File: config.mk
export PLATFORM = sky130hd
export DESIGN_NAME = mem_access_unit
export DESIGN_NICKNAME = d
export VERILOG_FILES = /design/src/rtl/mem_access_pkg.sv /design/src/rtl/mem_lane_align.sv /design/src/rtl/mem_access_unit.sv
export SDC_FILE = /design/constraint.sdc
export NUM_CORES = 1
export LEC_CHECK = 0
export ABC_AREA = 1
export CORE_UTILIZATION = 50
export DETAILED_ROUTE_END_ITERATION = 16
export GPL_ROUTABILITY_DRIVEN = 0
export PLACE_DENSITY = 0.87
export SLEW_MARGIN = 20
export SYNTH_ARGS = -nofsm -noshare
export SYNTH_HDL_FRONTEND = slang
export SYNTH_SLANG_ARGS = --single-unit
File: constraint.sdc
create_clock -name clk -period 5.34 [get_ports clk]
set_input_delay 1.068 -clock clk [delete_from_list [all_inputs] [get_ports clk]]
set_output_delay 1.068 -clock clk [all_outputs]
set_load 0.1 [all_outputs]
File: src/rtl/mem_access_pkg.sv
// mem_access_pkg: shared FSM state type, RISC-V funct3 codes, MMIO default and
// the request legality check for the data-memory access unit.
package mem_access_pkg;

    typedef enum logic [1:0] {S_IDLE, S_READ, S_WRITE, S_RESP} state_t;

    localparam logic [2:0] F3_LB  = 3'd0;
    localparam logic [2:0] F3_LH  = 3'd1;
    localparam logic [2:0] F3_LW  = 3'd2;
    localparam logic [2:0] F3_LBU = 3'd4;
    localparam logic [2:0] F3_LHU = 3'd5;
    localparam logic [2:0] F3_SB  = 3'd0;
    localparam logic [2:0] F3_SH  = 3'd1;
    localparam logic [2:0] F3_SW  = 3'd2;

    localparam logic [31:0] DISPLAY_ADDR_DEFAULT = 32'h7fe;

    // Illegal width code, or misaligned half/word; a store to the MMIO
    // display address is exempt from the alignment rule.
    function automatic logic access_error(input logic write, input logic [2:0] f3,
                                          input logic [31:0] addr, input logic [31:0] mmio);
        logic legal, misaligned;
        legal      = write ? (f3 inside {F3_SB, F3_SH, F3_SW})
                           : (f3 inside {F3_LB, F3_LH, F3_LW, F3_LBU, F3_LHU});
        misaligned = (f3[1:0] == 2'b01 && addr[0]) || (f3[1:0] == 2'b10 && addr[1:0] != 2'b00);
        return !legal || (misaligned && !(write && addr == mmio));
    endfunction

endpackage

File: src/rtl/mem_lane_align.sv
// mem_lane_align: combinational byte-lane logic for word-only memory.
//   funct3     - access width/sign code
//   offset     - byte offset within the word (addr[1:0])
//   rdata      - word read from memory (old word for stores)
//   wdata      - store data, low bytes used for SB/SH
//   load_data  - selected lane, sign/zero extended
//   store_data - old word with the new lane(s) merged in (full wdata for SW)
module mem_lane_align
    import mem_access_pkg::*;
(
    input  logic [2:0]  funct3,
    input  logic [1:0]  offset,
    input  logic [31:0] rdata,
    input  logic [31:0] wdata,
    output logic [31:0] load_data,
    output logic [31:0] store_data
);

    logic [4:0]  sa;
    logic [7:0]  b;
    logic [15:0] h;
    logic [31:0] lane, bm, hm;

    always_comb begin
        sa         = {offset, 3'b000};
        b          = 8'(rdata >> sa);
        h          = 16'(rdata >> sa);
        lane       = wdata << sa;
        bm         = 32'h0000_00ff << sa;
        hm         = 32'h0000_ffff << sa;
        load_data  = funct3 == F3_LB  ? {{24{b[7]}}, b}  :
                     funct3 == F3_LH  ? {{16{h[15]}}, h} :
                     funct3 == F3_LBU ? {24'b0, b}       :
                     funct3 == F3_LHU ? {16'b0, h}       : rdata;
        store_data = funct3 == F3_SB ? (rdata & ~bm) | (lane & bm) :
                     funct3 == F3_SH ? (rdata & ~hm) | (lane & hm) : wdata;
    end

endmodule

File: src/rtl/mem_access_unit.sv
// mem_access_unit: one-at-a-time load/store initiator turning RISC-V sub-word
// accesses into word-only memory reads/writes.
//   clk, reset, clk_enable            - clock, sync active-high reset, global advance
//   req_valid/ready/write/funct3/addr/wdata - request from execute stage
//   resp_valid/rdata/error            - one-cycle response (held while stalled)
//   mem_addr/wdata/we, mem_rdata      - word port to memory
module mem_access_unit
    import mem_access_pkg::*;
#(
    parameter int          READ_LATENCY = 2,
    parameter logic [31:0] DISPLAY_ADDR = DISPLAY_ADDR_DEFAULT
) (
    input  logic        clk,
    input  logic        reset,
    input  logic        clk_enable,
    input  logic        req_valid,
    output logic        req_ready,
    input  logic        req_write,
    input  logic [2:0]  req_funct3,
    input  logic [31:0] req_addr,
    input  logic [31:0] req_wdata,
    output logic        resp_valid,
    output logic [31:0] resp_rdata,
    output logic        resp_error,
    output logic [31:0] mem_addr,
    output logic [31:0] mem_wdata,
    output logic        mem_we,
    input  logic [31:0] mem_rdata
);

    localparam int CW = $clog2(READ_LATENCY + 2);

    state_t        state;
    logic [CW-1:0] cnt;
    logic [2:0]    f3_q;
    logic [1:0]    off_q;
    logic          write_q;
    logic [31:0]   wdata_q, load_data, store_data;
    logic          mmio, err;

    mem_lane_align u_align (
        .funct3     (f3_q),
        .offset     (off_q),
        .rdata      (mem_rdata),
        .wdata      (wdata_q),
        .load_data  (load_data),
        .store_data (store_data)
    );

    always_comb begin
        mmio   = req_write && req_addr == DISPLAY_ADDR;
        err    = access_error(req_write, req_funct3, req_addr, DISPLAY_ADDR);
        mem_we = state == S_WRITE && clk_enable;
    end

    always_ff @(posedge clk) begin
        if (reset) begin
            state      <= S_IDLE;
            req_ready  <= 1'b1;
            resp_valid <= 1'b0;
            resp_error <= 1'b0;
            resp_rdata <= '0;
            mem_addr   <= '0;
            mem_wdata  <= '0;
            cnt        <= '0;
            f3_q       <= '0;
            off_q      <= '0;
            write_q    <= 1'b0;
            wdata_q    <= '0;
        end else if (clk_enable) begin
            case (state)
                S_IDLE: if (req_valid) begin
                    f3_q      <= req_funct3;
                    off_q     <= req_addr[1:0];
                    write_q   <= req_write;
                    wdata_q   <= req_wdata;
                    cnt       <= '0;
                    req_ready <= 1'b0;
                    mem_addr  <= mmio ? req_addr : {req_addr[31:2], 2'b00};
                    if (err) begin
                        state      <= S_RESP;
                        resp_valid <= 1'b1;
                        resp_error <= 1'b1;
                        resp_rdata <= '0;
                    end else if (req_write && (req_funct3 == F3_SW || mmio)) begin
                        state     <= S_WRITE;
                        mem_wdata <= req_wdata;
                    end else begin
                        state <= S_READ;
                    end
                end
                // READ_LATENCY+1 edges here so mem_rdata is already valid when sampled.
                S_READ: if (cnt == CW'(READ_LATENCY)) begin
                    if (write_q) begin
                        state     <= S_WRITE;
                        mem_wdata <= store_data;
                    end else begin
                        state      <= S_RESP;
                        resp_valid <= 1'b1;
                        resp_error <= 1'b0;
                        resp_rdata <= load_data;
                    end
                end else begin
                    cnt <= cnt + CW'(1);
                end
                S_WRITE: begin
                    state      <= S_RESP;
                    resp_valid <= 1'b1;
                    resp_error <= 1'b0;
                    resp_rdata <= '0;
                end
                default: begin
                    state      <= S_IDLE;
                    req_ready  <= 1'b1;
                    resp_valid <= 1'b0;
                    resp_error <= 1'b0;
                    resp_rdata <= '0;
                end
            endcase
        end
    end

endmodule

* Word-level counts from Yosys, hierarchy flattened
Index checks and enable logic that the tools add are counted.
** Word-level totals
- Register bits :: 141
- Word-level logic and storage cells :: 110
** Cells by class
- Eq/ne operators :: 21
- $add $sub $neg :: 1
- Mux-type cells :: 38
- Reductions and logical operators :: 25
- Bitwise operators :: 9
- Shift operators :: 4
** Operators by type and width (count)
- 32-bit two-way mux :: 15
- 32-bit AND :: 4
- 32-bit case mux with 2 select lines :: 2
- 32-bit inverter :: 2
- 32-bit bitwise OR :: 2
- 32-bit by 11-bit equality test with 1-bit output, second input constant :: 1
- 16-bit by 5-bit left shift with 32-bit output, first input constant :: 1
- 32-bit by 5-bit left shift with 32-bit output :: 1
- 8-bit by 5-bit left shift with 32-bit output, first input constant :: 1
- 32-bit by 5-bit >> shifter with 16-bit output :: 1
- 2-bit inequality test, second input constant :: 8
- 2-bit two-way mux :: 7
- 3-bit equality test, second input constant :: 4
- 1-bit two-way mux :: 9
- 3-bit AND reduction :: 3
- 7-bit AND reduction :: 1
- 2-bit equality test, second input constant :: 3
- 3-bit by 1-bit equality test with 1-bit output, second input constant :: 2
- 1-bit logical AND :: 6
- 3-bit zero test :: 2
- 2-bit case mux with 3 select lines :: 1
- 5-bit AND reduction :: 1
- 5-bit nonzero test :: 1
- 2-bit by 1-bit equality test with 1-bit output, second input constant :: 2
- other kinds (13) :: 18

* Longest topological paths before layout
- Word-level depth :: 9
- Depth in mapped cells :: 15
- Depth with buffers taken out :: 14

* Hierarchy
A second synthesis with hierarchy kept.
** Unflattened totals
- Cell total of the unflattened synthesis :: 1331
- Area total of the unflattened synthesis :: 8150.3 µm²
** Modules (own cells, without submodules)
- mem_access_unit :: cells each 843, area an instance 5889.4 µm², instances 1
- mem_lane_align :: cells each 488, area an instance 2260.9 µm², instances 1

* Worst setup path before layout
OpenSTA, ideal clock, no wires.
- Path type :: input to output
- From :: input port clk_enable
- To :: output port mem_we
- Stages on the path :: 2
- Path slack :: 2.581 ns
- Arrival time :: 1.691 ns
- Cell sequence :: nand2_1 inv_1
** Between the ends
- Longest elaborated chain between the ends :: 1
** RTL lines
- start, declared :: line mem_access_unit.sv:15 : input logic clk_enable,
- 1-bit logical AND :: line mem_access_unit.sv:53 : mem_we = state == S_WRITE && clk_enable;
- end, declared :: line mem_access_unit.sv:27 : output logic mem_we,
No other way between the ends.

* Worst setup path after layout
Ends and elaborated chain as after synthesis.

==> flow_metrics.env <==
export IMPL_hold_buffers=0
export IMPL_antenna_cells=0
export IMPL_status="completed"
export IMPL_fmaxAchievable_ghz=0.261
export IMPL_required_ps=4270
export IMPL_crit_type="input port to output pin"
export IMPL_seqPwrFrac_pct=30.7
export IMPL_ir_drop_v=0.000251
export IMPL_pin_count=204
export IMPL_drc=0
export IMPL_cts_tree="done"
export IMPL_setup_violations=0
export IMPL_whs_ps=444
export IMPL_cts_setup_buffers=0
export IMPL_synth_edff_count=0
export IMPL_ant_nets=0
export IMPL_drt_iter0_markers=1076
export IMPL_end_kind="output pin"
export IMPL_syn_nets=1328
export IMPL_clk_latency_ps=440
export IMPL_nets=1476
export IMPL_ys_warn_count=0
export IMPL_netlist_cell_type_count=43
export IMPL_arrival_ps=2760
export IMPL_cts_max_path_buffers=2
export IMPL_grt_pass1_wl_um=41900
export IMPL_port_buffers=203
export IMPL_start_kind="input port"
export IMPL_dp_cells=1560
export IMPL_final_cell_mix="nand2_1 (233), clkdlybuf4s50_1 (203), nor2_1 (189), a21oi_1 (165), dfxtp_1 (141)"
export IMPL_swShare_pct=39.4
export IMPL_hold_viol=0
export IMPL_rows=46
export IMPL_area_growth_pct=32.1
export IMPL_rsz0062_at_grt="no"
export IMPL_power_density_nw_per_um2=373
export IMPL_critical_path_max_fanout=2
export IMPL_hold_class="flip-flop to flip-flop"
export IMPL_detailed_place_hpwl_um=18500
export IMPL_worstMarginPinSlew_ps=1020
export IMPL_drv_slew=0
export IMPL_p_comb_share_pct=35.1
export IMPL_final_cells=1592
export IMPL_n_fill_cell=1351
export IMPL_grt_start_max_net_pins=65
export IMPL_routedWlPerCell_um=16.7
export IMPL_p_total_mw=3.96
export IMPL_syn_inst=1215
export IMPL_yosysSeqAreaShare_pct=35.1
export IMPL_num_vias=9087
export IMPL_h_tree_depth=4
export IMPL_fin_area_um2=10600
export IMPL_synth_area_um2=8050
export IMPL_clockPowerShare_pct=34.2
export IMPL_period_minus_slack_ps=3830
export IMPL_cts_root_buf="clkbuf_16"
export IMPL_drv_cap=0
export IMPL_die_w_um=129
export IMPL_finalWorstSetupSlack_ps=1510
export IMPL_grt_ovfl_total=0
export IMPL_p_sw_mw=1.56
export IMPL_drive_gt1_share_pct=5.74
export IMPL_internal_power_mw=2.40
export IMPL_clk_pin_slew_ps=60
export IMPL_antenna_found_initial=0
export IMPL_synth_flop_cell="dfxtp_1"
export IMPL_clock_sinks=141
export IMPL_skew_ps=9.83
export IMPL_timing_final_crit_share_pct=71.7
export IMPL_regArea_um2=2820
export IMPL_async_flop_share_pct=0
export IMPL_drt_pass1_iter_count=5
export IMPL_place_area_um2=9960
export IMPL_pre_cts_slack_ps=1510
export IMPL_avgSynthCellArea_um2=6.62
export IMPL_cts_buffers=17
export IMPL_synth_seq_cells=141
export IMPL_relSlewSlack_pct=31.8
export IMPL_fin_setup_tns_ps=0
export IMPL_design_die_area_um2=16600
export IMPL_final_common_cell="nand2_1"
export IMPL_grt_pass1_vias=8595
export IMPL_vias_per_cell=5.71
export IMPL_power_leakage_nw=4.20
export IMPL_drt_wl_total_um=26600
export IMPL_dieHeight_um=129
export IMPL_fin_util_pct=67.4
export IMPL_post_cts_resized=0
export IMPL_multi_input_area_um2=4370
export IMPL_core_area_um2=15800
export IMPL_start_util_pct=51.0
export IMPL_track_usage_pct=32.5
final timing paths:
check | startpoint | endpoint | slack [ps] | cells after the start
max | clk_enable | mem_we | 1510 | 4
min | mem_addr[0] | mem_addr[0] | 440 | 2
max reg2reg | f3_q[1] | mem_wdata[19] | 2320 | 11
min reg2reg | mem_addr[0] | mem_addr[0] | 440 | 2
power by group through the flow:
stage | sequential, mW | combinational (mW) | clock, mW
2_1_floorplan | 1.68 | 0.582 | 0
3_3_place_gp | 1.23 | 1.35 | 0
3_5_place_dp | 1.23 | 1.36 | 0
4_1_cts | 1.21 | 1.37 | 1.37
5_1_grt | 1.23 | 1.48 | 1.41
6_report | 1.22 | 1.39 | 1.36
critical path, cell delays in order:
cell	delay, ps
clkdlybuf4s50_1	470
nand2_1	50
inv_1	50
clkdlybuf4s50_1	1110
layout make-up:
class                   count  share of cell area [%]
inverters                 102                    3.60
multi-input cells         887                    41.1
well taps                 216                    2.54
clock inverters            14                    2.27
flip-flops and latches    141                    26.6
repair buffers            214                    19.9
clock buffers              18                    4.04
sequential cells by signal, summed over array words and instances (netlist names):
signal and cells:
mem_addr 32, mem_wdata 32, resp_rdata 32, wdata_q 32, f3_q 3, cnt 2, off_q 2, state 2
req_ready 1, resp_error 1, resp_valid 1, write_q 1
routing by layer:
layer	up-vias	part of all wire (%)	GRT usage, %
met3	88	10	9.36
met4	0	4.8	18.1
met1	4146	38	37.7
li1	4346	-	-
met5	-	0	0
met2	507	47	53.8
cells by family after synthesis:
group / after synthesis / synth area share [%]
AO/OA/AOI/OAI: 412 / 29.2
multiplexers: 4 / 0.498
adder cells (fa/ha/maj): 9 / 1.40
AND/OR/NAND/NOR: 462 / 23.2
buffers and inverters: 187 / 10.6
flip-flops: 141 / 35.1
synthesized netlist by cell type, types with 13 or more instances:
cell,instances,area share (%)
a21oi_1,165,10
nand3_1,18,1.1
nor2_1,189,8.8
o21ai_0,122,7.6
inv_1,94,4.4
o21ai_1,24,1.5
o211ai_1,38,3.5
clkbuf_1,34,1.6
dfxtp_1,141,35
o22ai_1,13,1.0
nand2_1,233,11
buf_2,30,1.9
No activity file was read; power rests on OpenSTA's default activity.
==> RTL edit: new RTL, same settings <==
Set the parameter `READ_LATENCY` to 4 (it was 2).
--- a/src/rtl/mem_access_unit.sv
+++ b/src/rtl/mem_access_unit.sv
@@ -9,3 +9,3 @@
 #(
-    parameter int          READ_LATENCY = 2,
+    parameter int          READ_LATENCY = 4,
     parameter logic [31:0] DISPLAY_ADDR = DISPLAY_ADDR_DEFAULT
Behaviour: same outputs for any inputs over 4 cycles, from zero or initial values and one cycle with reset high; that may be too few to reach the edited logic, so the function may still have changed.
==> RTL edit against the original RTL <==
Via count decreased by 0.63%. Fmax about the same. Sequential share of layout area up 0.23 points. Sequential cell count is 1 higher. Setup slack hardly changed. Power down 2.2%. Area after synthesis increased by 0.42%. Final area down 0.14%. Wire length down 1.9%. Clock skew is 0.00082 ns lower.
==> RTL edit: results <==
{
  "whs_ns": 0.4432,
  "netlist_instances": 1214,
  "crit_buf_inv": 3,
  "startpoint": "clk_enable",
  "fillers": 1397,
  "grt_pass1_wl_mm": 40.83,
  "ctsResizeCount": 0,
  "port_buffers": 203,
  "diodes": 0,
  "yosysSeqAreaShare_pct": 35.19,
  "clock_latency_ns": 0.43,
  "leakage_nw": 4.225,
  "viasPerCell": 5.686,
  "hpwl_mm": 18.50,
  "regToRegSetupSlack_ns": 1.95,
  "path_max_fanout": 2,
  "synth_commonest_cells": "nand2_1, nor2_1, o21ai_0",
  "grt_usage_pct": 31.40,
  "regToRegEndpoint": "resp_rdata[14]$_SDFFE_PP0P_",
  "min_to": "mem_addr[0]$_SDFFE_PP0P_",
  "holdCritPathClass": "reg -> reg",
  "hp-start": "mem_addr[0]$_SDFFE_PP0P_",
  "post_drt_wl_per_cell_um": 16.42,
  "holdPathStages": 2,
  "clock_path_buffers": 2,
  "antenna_found_initial": 1,
  "numCtsBuffers": 17,
  "grt_max_degree": 68,
  "final_nets": 1473,
  "finalCriticalPeriod_ns": 3.828,
  "dp_slack_ns": 1.472,
  "cts-root-buf": "clkbuf_16",
  "clk_pin_slew_ns": 0.05,
  "cts_setup_buffers": 0,
  "ys_warn_count": 0,
  "grt_pass1_vias": 8205,
  "relSlewSlack_pct": 29.91,
  "ir_worst_vdd_uv": 238.0,
  "drive_above_1_share_pct": 5.394,
  "place_area_um2": 10030,
  "cpPeakStageDelay_ns": 1.12,
  "r2r-start": "state[1]$_SDFFE_PP0P_",
  "syn-num-nets": 1328,
  "htreeDepth": 4,
  "finClkSkew_ns": 0.009007,
  "maxCapViolCount": 0,
  "worstRegToRegCells": 10,
  "finalNonFillerCells": 1588,
  "synthTopCellsByArea": "dfxtp_1, nand2_1, o21ai_0",
  "synthArstFlopShare_pct": 0,
  "crit_slowest_cell": "clkdlybuf4s50_1",
  "drt_iter0_drc": 1291,
  "synth_cell_type_count": 42,
  "drt_first_pass_iters": 7,
  "worstPathArrival_ns": 2.76,
  "status": "complete, no violations"
}
RTL edit: cell count changes in the layout (fill, tap and decap cells not counted), moves of 5 or more:
cell,before,now
a21oi_1,165,130
a22oi_1,3,12
buf_4,11,5
nand2_1,233,214
nor2_1,189,198
o2111ai_1,6,0
o211ai_1,38,54
o21ai_0,122,152
o21ai_1,24,11
o21ai_2,9,0
o22ai_1,13,18
RTL edit: where the power goes:
group	switching [mW]	internal [mW]	total [mW]
Sequential	0.0675	1.16	1.23
Clock	0.484	0.702	1.19
Combinational	1.07	0.391	1.46
RTL edit: per-layer routing:
layer | up-vias | routed length (um) | global-route usage [%]
met4 | 2 | 1165 | 16.68
met5 | - | 13 | 0
met3 | 105 | 2936 | 9.579
met2 | 520 | 11850 | 50.98
li1 | 4351 | - | -
met1 | 4052 | 10100 | 37.31
RTL edit: worst min-delay path, delay by kind of cell (launching register included):
family           cells  cell delay [ns]
flip-flops           1             0.31
AND/OR/NAND/NOR      2             0.10
RTL edit: area by class of cell:
cell class	count	area (um2)	area share (%)
Tap cell	216	270.3	2.546
Inverter	109	411.6	3.878
Multi-Input combinational cell	880	4419	41.63
Sequential cell	142	2843	26.78
Clock inverter	12	135.1	1.273
Clock buffer	20	446.7	4.208
Timing Repair Buffer	209	2090	19.68
RTL edit: cell families (layout without fill, tap and decap cells):
kind of cell               Yosys count  after routing  share of synthesized area (%)
xor gates and xnor gates             1              1                         0.1084
DFF                                142            142                          35.19
AOI/OAI and AO/OA                  409            409                          29.35
and+or+nand+nor                    456            456                          23.11
buffers and inverters              192            350                          10.21
muxes                                4              4                         0.4956
adders and majority gates           10             10                          1.549
